<file path="src/rtl/hazard_scoreboard_pkg.sv">
// Purpose : shared pipeline definitions for the hazard scoreboard.
//           Provides the per-stage tracking record, the x0 register constant
//           and a helper that checks a tracked destination against live sources.
package hazard_scoreboard_pkg;

   localparam int unsigned REG_W = 5;

   localparam logic [REG_W-1:0] REG_X0 = REG_W'(0);

   // Destination tracking record for one pipeline stage.
   typedef struct packed {
      logic [REG_W-1:0] rd;
      logic             regwrite;
      logic             memread;
   } stage_entry_t;

   localparam stage_entry_t ENTRY_BUBBLE = '0;

   // True when a nonzero destination matches either live source operand.
   function automatic logic src_hit(
      input logic [REG_W-1:0] rd,
      input logic             live1,
      input logic [REG_W-1:0] rs1,
      input logic             live2,
      input logic [REG_W-1:0] rs2
   );
      return (rd != REG_X0) && ((live1 && (rd == rs1)) || (live2 && (rd == rs2)));
   endfunction

endpackage

</file>
<file path="src/rtl/hazard_stage_reg.sv">
// Purpose : one shadow-pipeline stage holding a stage_entry_t.
// Ports   : clk, rst   - clock, synchronous active-high reset
//           i_en       - advance enable (low holds the entry)
//           i_clr      - load a bubble instead of i_d when enabled
//           i_d / o_q  - entry in / registered entry out
module hazard_stage_reg
   import hazard_scoreboard_pkg::*;
(
   input  logic         clk,
   input  logic         rst,
   input  logic         i_en,
   input  logic         i_clr,
   input  stage_entry_t i_d,
   output stage_entry_t o_q
);

   stage_entry_t r_q;

   // Reset wins over hold; clear inserts a bubble on an advancing cycle.
   always_ff @(posedge clk) begin
      if (rst) begin
         r_q <= ENTRY_BUBBLE;
      end else if (i_en) begin
         r_q <= i_clr ? ENTRY_BUBBLE : i_d;
      end
   end

   assign o_q = r_q;

endmodule

</file>
<file path="src/rtl/hazard_scoreboard.sv">
// Purpose : in-order pipeline hazard scoreboard. Tracks destinations of the
//           ID_EX/EX_MEM/MEM_WB stages, detects load-use, branch-on-load and
//           jalr-on-ALU hazards for the instruction in ID, and drives
//           stall/bubble/flush/freeze control plus a saturating stall counter.
// Ports   : clk, rst                 - clock, synchronous active-high reset
//           id_*                     - decode fields of the instruction in ID
//           mem_stall                - cache-miss freeze request
//           mispredict               - branch resolved in ID mispredicted
//           *_rd/*_regwrite/*_memread- tracked stage state for forwarding
//           stall_pc..freeze         - pipeline control
//           stall_cnt                - saturating hazard-stall cycle count
module hazard_scoreboard
   import hazard_scoreboard_pkg::*;
#(
   parameter int unsigned XLEN_CNT = 16
) (
   input  logic                clk,
   input  logic                rst,
   input  logic [REG_W-1:0]    id_rs1,
   input  logic [REG_W-1:0]    id_rs2,
   input  logic [REG_W-1:0]    id_rd,
   input  logic                id_valid,
   input  logic                id_use_rs1,
   input  logic                id_use_rs2,
   input  logic                id_regwrite,
   input  logic                id_memread,
   input  logic                id_branch,
   input  logic                id_jalr,
   input  logic                mem_stall,
   input  logic                mispredict,
   output logic [REG_W-1:0]    ID_EX_rd,
   output logic [REG_W-1:0]    EX_MEM_rd,
   output logic [REG_W-1:0]    MEM_WB_rd,
   output logic                ID_EX_regwrite,
   output logic                EX_MEM_regwrite,
   output logic                MEM_WB_regwrite,
   output logic                ID_EX_memread,
   output logic                EX_MEM_memread,
   output logic                stall_pc,
   output logic                stall_if_id,
   output logic                bubble_id_ex,
   output logic                flush_if_id,
   output logic                freeze,
   output logic [XLEN_CNT-1:0] stall_cnt
);

   logic         w_live_rs1;
   logic         w_live_rs2;
   logic         w_hz_load;
   logic         w_hz_br;
   logic         w_hz_jalr;
   logic         w_hazard;
   logic         w_adv;
   logic         w_unused_mem_wb_memread;
   stage_entry_t w_id_ex_d;
   stage_entry_t w_id_ex_q;
   stage_entry_t w_ex_mem_q;
   stage_entry_t w_mem_wb_d;
   stage_entry_t w_mem_wb_q;

   logic [XLEN_CNT-1:0] r_stall_cnt;

   // Hazard detection against the live sources of the instruction in ID.
   assign w_live_rs1 = id_valid && id_use_rs1 && (id_rs1 != REG_X0);
   assign w_live_rs2 = id_valid && id_use_rs2 && (id_rs2 != REG_X0);

   assign w_hz_load = w_id_ex_q.memread &&
                      src_hit(w_id_ex_q.rd, w_live_rs1, id_rs1, w_live_rs2, id_rs2);
   assign w_hz_br   = (id_branch || id_jalr) && w_ex_mem_q.memread &&
                      src_hit(w_ex_mem_q.rd, w_live_rs1, id_rs1, w_live_rs2, id_rs2);
   assign w_hz_jalr = id_jalr && w_id_ex_q.regwrite &&
                      src_hit(w_id_ex_q.rd, w_live_rs1, id_rs1, 1'b0, id_rs2);
   assign w_hazard  = w_hz_load || w_hz_br || w_hz_jalr;

   // Freeze holds every stage; otherwise the shadow pipeline always shifts.
   assign w_adv = !mem_stall;

   assign w_id_ex_d  = id_valid ? stage_entry_t'{rd: id_rd, regwrite: id_regwrite,
                                                 memread: id_memread}
                                : ENTRY_BUBBLE;
   // MEM_WB never tracks a pending load.
   assign w_mem_wb_d = stage_entry_t'{rd: w_ex_mem_q.rd, regwrite: w_ex_mem_q.regwrite,
                                      memread: 1'b0};

   hazard_stage_reg u_id_ex (
      .clk   (clk),
      .rst   (rst),
      .i_en  (w_adv),
      .i_clr (w_hazard),
      .i_d   (w_id_ex_d),
      .o_q   (w_id_ex_q)
   );

   hazard_stage_reg u_ex_mem (
      .clk   (clk),
      .rst   (rst),
      .i_en  (w_adv),
      .i_clr (1'b0),
      .i_d   (w_id_ex_q),
      .o_q   (w_ex_mem_q)
   );

   hazard_stage_reg u_mem_wb (
      .clk   (clk),
      .rst   (rst),
      .i_en  (w_adv),
      .i_clr (1'b0),
      .i_d   (w_mem_wb_d),
      .o_q   (w_mem_wb_q)
   );

   assign w_unused_mem_wb_memread = w_mem_wb_q.memread;

   // Saturating count of non-frozen hazard cycles.
   always_ff @(posedge clk) begin
      if (rst) begin
         r_stall_cnt <= '0;
      end else if (w_adv && w_hazard && (r_stall_cnt != '1)) begin
         r_stall_cnt <= r_stall_cnt + XLEN_CNT'(1);
      end
   end

   // Pipeline control: freeze dominates hazard, which dominates redirect.
   always_comb begin
      stall_pc     = 1'b0;
      stall_if_id  = 1'b0;
      bubble_id_ex = 1'b0;
      flush_if_id  = 1'b0;
      freeze       = mem_stall;
      if (mem_stall) begin
         stall_pc    = 1'b1;
         stall_if_id = 1'b1;
      end else if (w_hazard) begin
         stall_pc     = 1'b1;
         stall_if_id  = 1'b1;
         bubble_id_ex = 1'b1;
      end else begin
         flush_if_id = mispredict;
      end
   end

   assign ID_EX_rd        = w_id_ex_q.rd;
   assign ID_EX_regwrite  = w_id_ex_q.regwrite;
   assign ID_EX_memread   = w_id_ex_q.memread;
   assign EX_MEM_rd       = w_ex_mem_q.rd;
   assign EX_MEM_regwrite = w_ex_mem_q.regwrite;
   assign EX_MEM_memread  = w_ex_mem_q.memread;
   assign MEM_WB_rd       = w_mem_wb_q.rd;
   assign MEM_WB_regwrite = w_mem_wb_q.regwrite;
   assign stall_cnt       = r_stall_cnt;

endmodule

</file>
<file path="config.mk">
export PLATFORM = sky130hd
export DESIGN_NAME = hazard_scoreboard
export DESIGN_NICKNAME = d
export VERILOG_FILES = /design/src/rtl/hazard_scoreboard_pkg.sv /design/src/rtl/hazard_stage_reg.sv /design/src/rtl/hazard_scoreboard.sv
export SDC_FILE = /design/constraint.sdc
export NUM_CORES = 1
export LEC_CHECK = 0
export ABC_AREA = 1
export BUFFER_PORTS_ARGS = -buffer_cell sky130_fd_sc_hd__buf_2
export CAP_MARGIN = 20
export CORE_AREA = 2 2 69 71
export DETAILED_ROUTE_END_ITERATION = 8
export DIE_AREA = 0 0 71 73
export HOLD_SLACK_MARGIN = 0.08
export PLACE_DENSITY = 0.78
export SKIP_LAST_GASP = 1
export SLEW_MARGIN = 0
export SYNTH_ARGS = -nofsm -noshare
export SYNTH_HDL_FRONTEND = slang
export SYNTH_SLANG_ARGS = --single-unit
</file>
<file path="constraint.sdc">
create_clock -name clk -period 2.48 [get_ports clk]
set_input_delay 0.372 -clock clk [delete_from_list [all_inputs] [get_ports clk]]
set_output_delay 0.372 -clock clk [all_outputs]
set_load 0.005 [all_outputs]
</file>
==> results.py, run 1 <==
metrics = {
    "outcome": {
        "outcome": "finished, final reports clean",
    },
    "logic_synthesis": {
        "ys.flop_type": "dfxtp_1",
        "ys_seq_area_frac": 0.3243,
        "avgSynthCellArea_um2": 6.207,
        "ys_top_cells_by_area": "dfxtp_1, nand2_1, nor2_1",
        "yosysMostFrequentCell": "nand2_1",
        "yosys_warnings": 0,
        "async_flop_share": 0,
        "synth_cells": 358,
        "netlist_top_cells_count": "nand2_1, nor2_1, inv_1, dfxtp_1, nand3_1",
        "netlist_area_um2": 2222,
        "synth_edf_count": 0,
        "synthDistinctLibCells": 27,
        "synth_top_area_frac": 0.3243,
        "yosys.area.top_type": "dfxtp_1",
        "ys_ff_latch": 36,
        "synth_fp_nets": 385,
    },
    "setup_path": {
        "r2r_setup_slack_ps": 690,
        "crit_required_ps": 2110,
        "crit_type": "flip-flop to output port",
        "worst_setup_path_end_kind": "output port",
        "critPathMaxFanout": 24,
        "setup.worst_path.end": "flush_if_id",
        "r2r_start": "stall_cnt[1]$_SDFFE_PP0P_",
        "r2r-end": "stall_cnt[8]$_SDFFE_PP0P_",
        "critPathLaunchType": "flip-flop",
        "cp.arrival_ps": 1930,
        "r2r_cells": 11,
        "crit_start": "u_ex_mem.o_q[3]$_SDFFE_PP0N_",
    },
    "global_route": {
        "antenna_found_initial": 0,
        "first_global_vias": 2095,
        "grt.total_usage": 0.2131,
        "grt_pass1_wl_um": 8907,
        "grt_overflow": 0,
        "grt_max_degree": 25,
    },
    "route": {
        "wl_met3_um": 306,
        "routed.top_layer": "met4",
        "ant_nets": 0,
        "met2_wirelength_um": 2406,
        "dr.pass1.iters": 4,
        "route.layer.met1.wl_um": 2422,
        "vias_per_cell": 4.910,
        "drc": 0,
        "dr.first_iter.drc_count": 124,
        "routed_wl_um": 5223,
        "wl_per_cell_um": 10.97,
        "vias": 2337,
    },
    "power_and_ir_drop": {
        "ir_drop_mv": 0.3048,
        "leakagePower_uw": 0.001480,
        "power.density_nw_per_um2": 481.6,
    },
    "clocking": {
        "worstSkewPairLatency_ps": 290,
        "h-tree-depth": 2,
        "postCtsHoldBufs": 0,
        "root_buffer": "clkbuf_8",
        "path_clk_slew_ps": 80,
        "ctsResizeCount": 0,
        "clockBufferDepth": 2,
        "cts_tree": "built",
        "cts.sink_count": 36,
        "cts_buffers": 5,
    },
    "run": {
        "drv_cap": 0,
    },
    "final_layout": {
        "syn_to_final_growth_pct": 20.72,
        "nNetsFinal": 448,
        "fill_cells": 452,
        "drive_above_1_share": 0.2180,
        "antennaDiodeCount": 0,
    },
    "floorplan": {
        "die_y_um": 73,
        "pin_count": 67,
        "rows": 25,
        "dieArea_um2": 5183,
        "die_width_um": 71,
        "initial_utilization": 0.4899,
        "placeableCoreArea_um2": 4536,
    },
    "sta": {
        "slew_violations": 0,
        "grt_setup_unrepaired": "false",
        "max_freq_ghz": 0.4353,
        "max_slew_margin": 0.6158,
        "tightestPinTransition_ps": 575.7,
        "fin_tns_setup_ps": 0,
        "fin_skew_ps": 5.514,
        "timing.final.crit_share": 0.9263,
        "finalSetupViolCount": 0,
        "hold_viol": 0,
        "fin_crit_ps": 2297,
        "whs_ps": 400.5,
    },
    "worst_hold_path": {
        "hold_path_class": "input port to flip-flop",
    },
    "placed_design": {
        "place_congestion": 0.9090,
        "hpwl_um": 3927,
        "port_buffers": 66,
    },
}
[layout by cell type (no fill, tap or decap), drive strengths merged]
| master | n |
|---|---|
| nand4 | 14 |
| xnor2 | 10 |
| nand3 | 22 |
| clkbuf | 5 |
| nor2 | 62 |
| bufinv | 1 |
| nor3 | 4 |
| dfxtp | 36 |
| o21ai | 13 |
| clkinv | 1 |
| a21oi | 14 |
| inv | 59 |
| buf | 71 |
| ha | 1 |
| xor2 | 8 |
| clkinvlp | 1 |
| o21a | 1 |
| and2 | 1 |
| nand2 | 97 |
| nand3b | 1 |
[where the power goes]
group	total [uW]	leakage [uW]	internal, uW	switching, uW
clock	520	0.0000541	297	223
sequential	614	0.000293	595	19.2
combinational	158	0.00113	69.5	88.0
[what timing repair did]
action,CTS,global route
endpoints found under the hold margin,0,0
setup buffers,0,3
setup endpoints to repair,0,1
[final cells by class]
type | instances | area [um^2] | share of cell area
repair buffers | 71 | 367.9 | 0.1371
clock inverters | 3 | 42.54 | 0.01586
clock buffers | 5 | 68.82 | 0.02565
flip-flops and latches | 36 | 720.7 | 0.2687
inverters | 59 | 221.5 | 0.08256
well taps | 54 | 67.56 | 0.02519
multi-input cells | 248 | 1194 | 0.4450
[critical path, stage by stage, from the launching register on]
cell	delay [ps]
dfxtp_1	430
inv_1	110
nand2_1	70
nand2_1	40
nand2_1	60
nor2_1	40
nand3_1	70
nand2_1	60
nand2_1	110
nand2_4	180
nor2_4	190
inv_1	80
nor2_1	90
buf_2	110
[routing by layer]
metal,vias to the layer above,global-route usage
li1,1218,-
met1,1041,0.2755
met2,70,0.3344
met3,8,0.04696
met4,0,0.1111
met5,-,0
[how the worst min path moves through the flow]
stage                                       startpoint                            to  cells past startpoint
after floorplan            u_id_ex.o_q[0]$_SDFFE_PP0N_   u_id_ex.o_q[0]$_SDFFE_PP0N_                      2
after global placement    u_mem_wb.o_q[2]$_SDFFE_PP0N_  u_mem_wb.o_q[2]$_SDFFE_PP0N_                      2
after detailed placement  u_mem_wb.o_q[4]$_SDFFE_PP0N_  u_mem_wb.o_q[4]$_SDFFE_PP0N_                      2
after CTS                                     id_rd[0]   u_id_ex.o_q[2]$_SDFFE_PP0N_                      5
after global routing                          id_rd[1]   u_id_ex.o_q[3]$_SDFFE_PP0N_                      5
final                                         id_rd[0]   u_id_ex.o_q[2]$_SDFFE_PP0N_                      5
[cell families after synthesis]
kind of cell    count (synthesis)  synth area share
compound gates                 28           0.06419
xor+xnor                       18           0.07095
flops                          36            0.3243
buf+inv                        74            0.1385
simple gates                  201            0.3964
fa+ha+maj                       1          0.005630
[per-stage QoR]
| stage | setup WS [ps] | std cells | total power [uW] | area [um^2] | utilization |
|---|---|---|---|---|---|
| floorplan | 750.8 | 358 | 719.5 | 2222 | - |
| global placement | 432.6 | 465 | 778.3 | 2549 | 0.5619 |
| global route | 11.33 | 476 | 1355 | 2683 | 0.5914 |
| CTS | 107.4 | 473 | 1301 | 2660 | 0.5865 |
| detailed placement | 362.9 | 465 | 781.1 | 2549 | 0.5619 |
| finish | 182.8 | 476 | 1292 | 2683 | 0.5914 |
[flip-flops by register name, indices dropped and copies added (netlist names)]
register and count:
stall_cnt 16, u_ex_mem.o_q 7, u_id_ex.o_q 7, u_mem_wb.o_q 6
Power figures use the tool's default switching activity.
==> inputs of run 2 (changes only) <==
Settings changed: CTS_BUF_LIST set to sky130_fd_sc_hd__clkbuf_16, RECOVER_POWER set to 100.
==> results.py, run 2 (synthesis gave the netlist of run 1 again) <==
metrics = {
    "clocking": {
        "clockBufferDepth": 2,
        "cts_tree": "built",
        "h-tree-depth": 2,
        "cts_buffers": 5,
        "cts.sink_count": 36,
        "ctsResizeCount": 0,
        "worstSkewPairLatency_ps": 280,
        "root_buffer": "clkbuf_16",
        "path_clk_slew_ps": 60,
    },
    "route": {
        "ant_nets": 0,
        "wl_per_cell_um": 11.30,
        "vias": 2393,
        "dr.pass1.iters": 4,
        "vias_per_cell": 5.027,
        "drc": 0,
        "dr.first_iter.drc_count": 166,
        "routed_wl_um": 5379,
    },
    "global_route": {
        "grt_pass1_wl_um": 9032,
        "first_global_vias": 2104,
        "grt.total_usage": 0.2142,
        "grt_max_degree": 25,
        "grt_overflow": 0,
        "antenna_found_initial": 0,
    },
    "floorplan": {
        "placeableCoreArea_um2": 4536,
        "rows": 25,
        "dieArea_um2": 5183,
        "die_width_um": 71,
        "die_y_um": 73,
        "pin_count": 67,
        "initial_utilization": 0.4899,
    },
    "setup_path": {
        "path_common_cell": "nand2_1",
        "slowest_stage": "dfxtp_1",
        "crit_required_ps": 2110,
        "worst_setup_path_end_kind": "output port",
        "critPathLaunchType": "flip-flop",
        "crit_type": "flip-flop to output port",
        "worstPathCellList": "inv_1, nand2_1, nand2_1, nand2_1, nor2_1, nand3_1, nand2_1, nand2_1, nand2_4, nor2_4, inv_1, nor2_1, clkbuf_2",
        "cpLargestDelayFamily": "simple AND/OR/NAND/NOR gates",
        "r2r_setup_slack_ps": 330,
        "critPathMaxFanout": 24,
        "cp.arrival_ps": 1910,
        "path_buf_inv": 3,
        "cpPeakStageDelay_ps": 420,
    },
    "power_and_ir_drop": {
        "ir_drop_mv": 0.4602,
        "power.density_nw_per_um2": 552.9,
        "leakagePower_uw": 0.001423,
    },
    "sta": {
        "fin_crit_ps": 2285,
        "max_slew_margin": 0.4373,
        "timing.final.crit_share": 0.9212,
        "tightestPinTransition_ps": 844.1,
        "hold_viol": 0,
        "fin_tns_setup_ps": 0,
        "grt_setup_unrepaired": "false",
        "finalSetupViolCount": 0,
        "slew_violations": 0,
        "fin_skew_ps": 5.178,
        "max_freq_ghz": 0.4377,
    },
    "final_layout": {
        "syn_to_final_growth_pct": 20.89,
        "layout_common_cells": "nand2_1, nor2_1, inv_1, buf_2, dfxtp_1",
        "nNetsFinal": 448,
        "finalInstanceArea_um2": 2686,
        "largest_register_ffs": 16,
        "drive_above_1_share": 0.1635,
        "antennaDiodeCount": 0,
        "layout_commonest_cell": "nand2_1",
    },
    "worst_hold_path": {
        "hold_path_class": "input port to flip-flop",
    },
    "placed_design": {
        "port_buffers": 66,
        "place_congestion": 0.9090,
        "hpwl_um": 3927,
        "placed_area_um2": 2549,
    },
    "run": {
        "drv_cap": 0,
    },
    "outcome": {
        "outcome": "finished, final reports clean",
    },
}
run 2: changes by cell type in the layout (fill, tap and decap cells not counted), moves of 4 or more:
| cell | before | now |
|---|---|---|
| buf_4 | 5 | 1 |
| clkbuf_8 | 5 | 0 |
| buf_2 | 66 | 48 |
| clkbuf_1 | 0 | 19 |
| clkbuf_16 | 0 | 5 |
run 2: report_power, final:
| part | leakage [uW] | switching (uW) | internal (uW) | total (uW) |
|---|---|---|---|---|
| sequential | 0.000293 | 19.7 | 595 | 615 |
| combinational | 0.00105 | 88.8 | 65.7 | 155 |
| clock | 0.0000798 | 244 | 472 | 716 |
| total | 0.00142 | 352 | 1130 | 1490 |
run 2: through the flow:
stage | worst slack [ps] | cells | hold WS [ps] | total power (uW) | util
after floorplan | 750.8 | 358 | 474.7 | 719.5 | -
final | 195.5 | 476 | 422.8 | 1485 | 0.5923
after detailed placement | 362.9 | 465 | 468.1 | 781.1 | 0.5619
after global routing | 28.32 | 476 | 460.6 | 1542 | 0.5923
after global placement | 432.6 | 465 | 461.4 | 778.3 | 0.5619
after CTS | 133.9 | 473 | 420.4 | 1494 | 0.5989
run 2: final cells by class:
| cell class | instances | area (um^2) |
|---|---|---|
| timing repair buffer | 71 | 335.3 |
| clock inverter | 3 | 42.54 |
| clock buffer | 5 | 125.1 |
| multi-input combinational | 248 | 1174 |
| inverter | 59 | 221.5 |
| sequential | 36 | 720.7 |
| fill | 456 | 1849 |
| tap | 54 | 67.56 |
run 2: worst reg2reg max path: cells and delay by family (launching register included):
| kind | cells | cell delay [ps] |
|---|---|---|
| adder cells (fa/ha/maj) | 1 | 210 |
| flip-flops | 1 | 380 |
| AND/OR/NAND/NOR | 8 | 1450 |
run 2: routing by layer:
| metal | up-vias | part of all wire | GRT usage |
|---|---|---|---|
| met5 | - | 0 | 0 |
| met2 | 71 | 0.47 | 0.3427 |
| met4 | 0 | 0.023 | 0.1132 |
| met1 | 1090 | 0.46 | 0.2812 |
| met3 | 13 | 0.051 | 0.03039 |
| li1 | 1219 | - | - |
run 2: worst paths after layout:
kind | start | endpoint | depth (start not counted)
setup / recovery | u_ex_mem.o_q[3]$_SDFFE_PP0N_ | flush_if_id | 13
hold / removal | id_rd[0] | u_id_ex.o_q[2]$_SDFFE_PP0N_ | 5
setup reg to reg | stall_cnt[1]$_SDFFE_PP0P_ | stall_cnt[13]$_SDFFE_PP0P_ | 9
hold reg to reg | u_mem_wb.o_q[5]$_SDFFE_PP0N_ | u_mem_wb.o_q[5]$_SDFFE_PP0N_ | 2
run 2: repair_timing:
action / CTS / global route
buffers inserted: 0 / 3
endpoints found under the setup margin: 0 / 1
hold buffers: 0 / 0
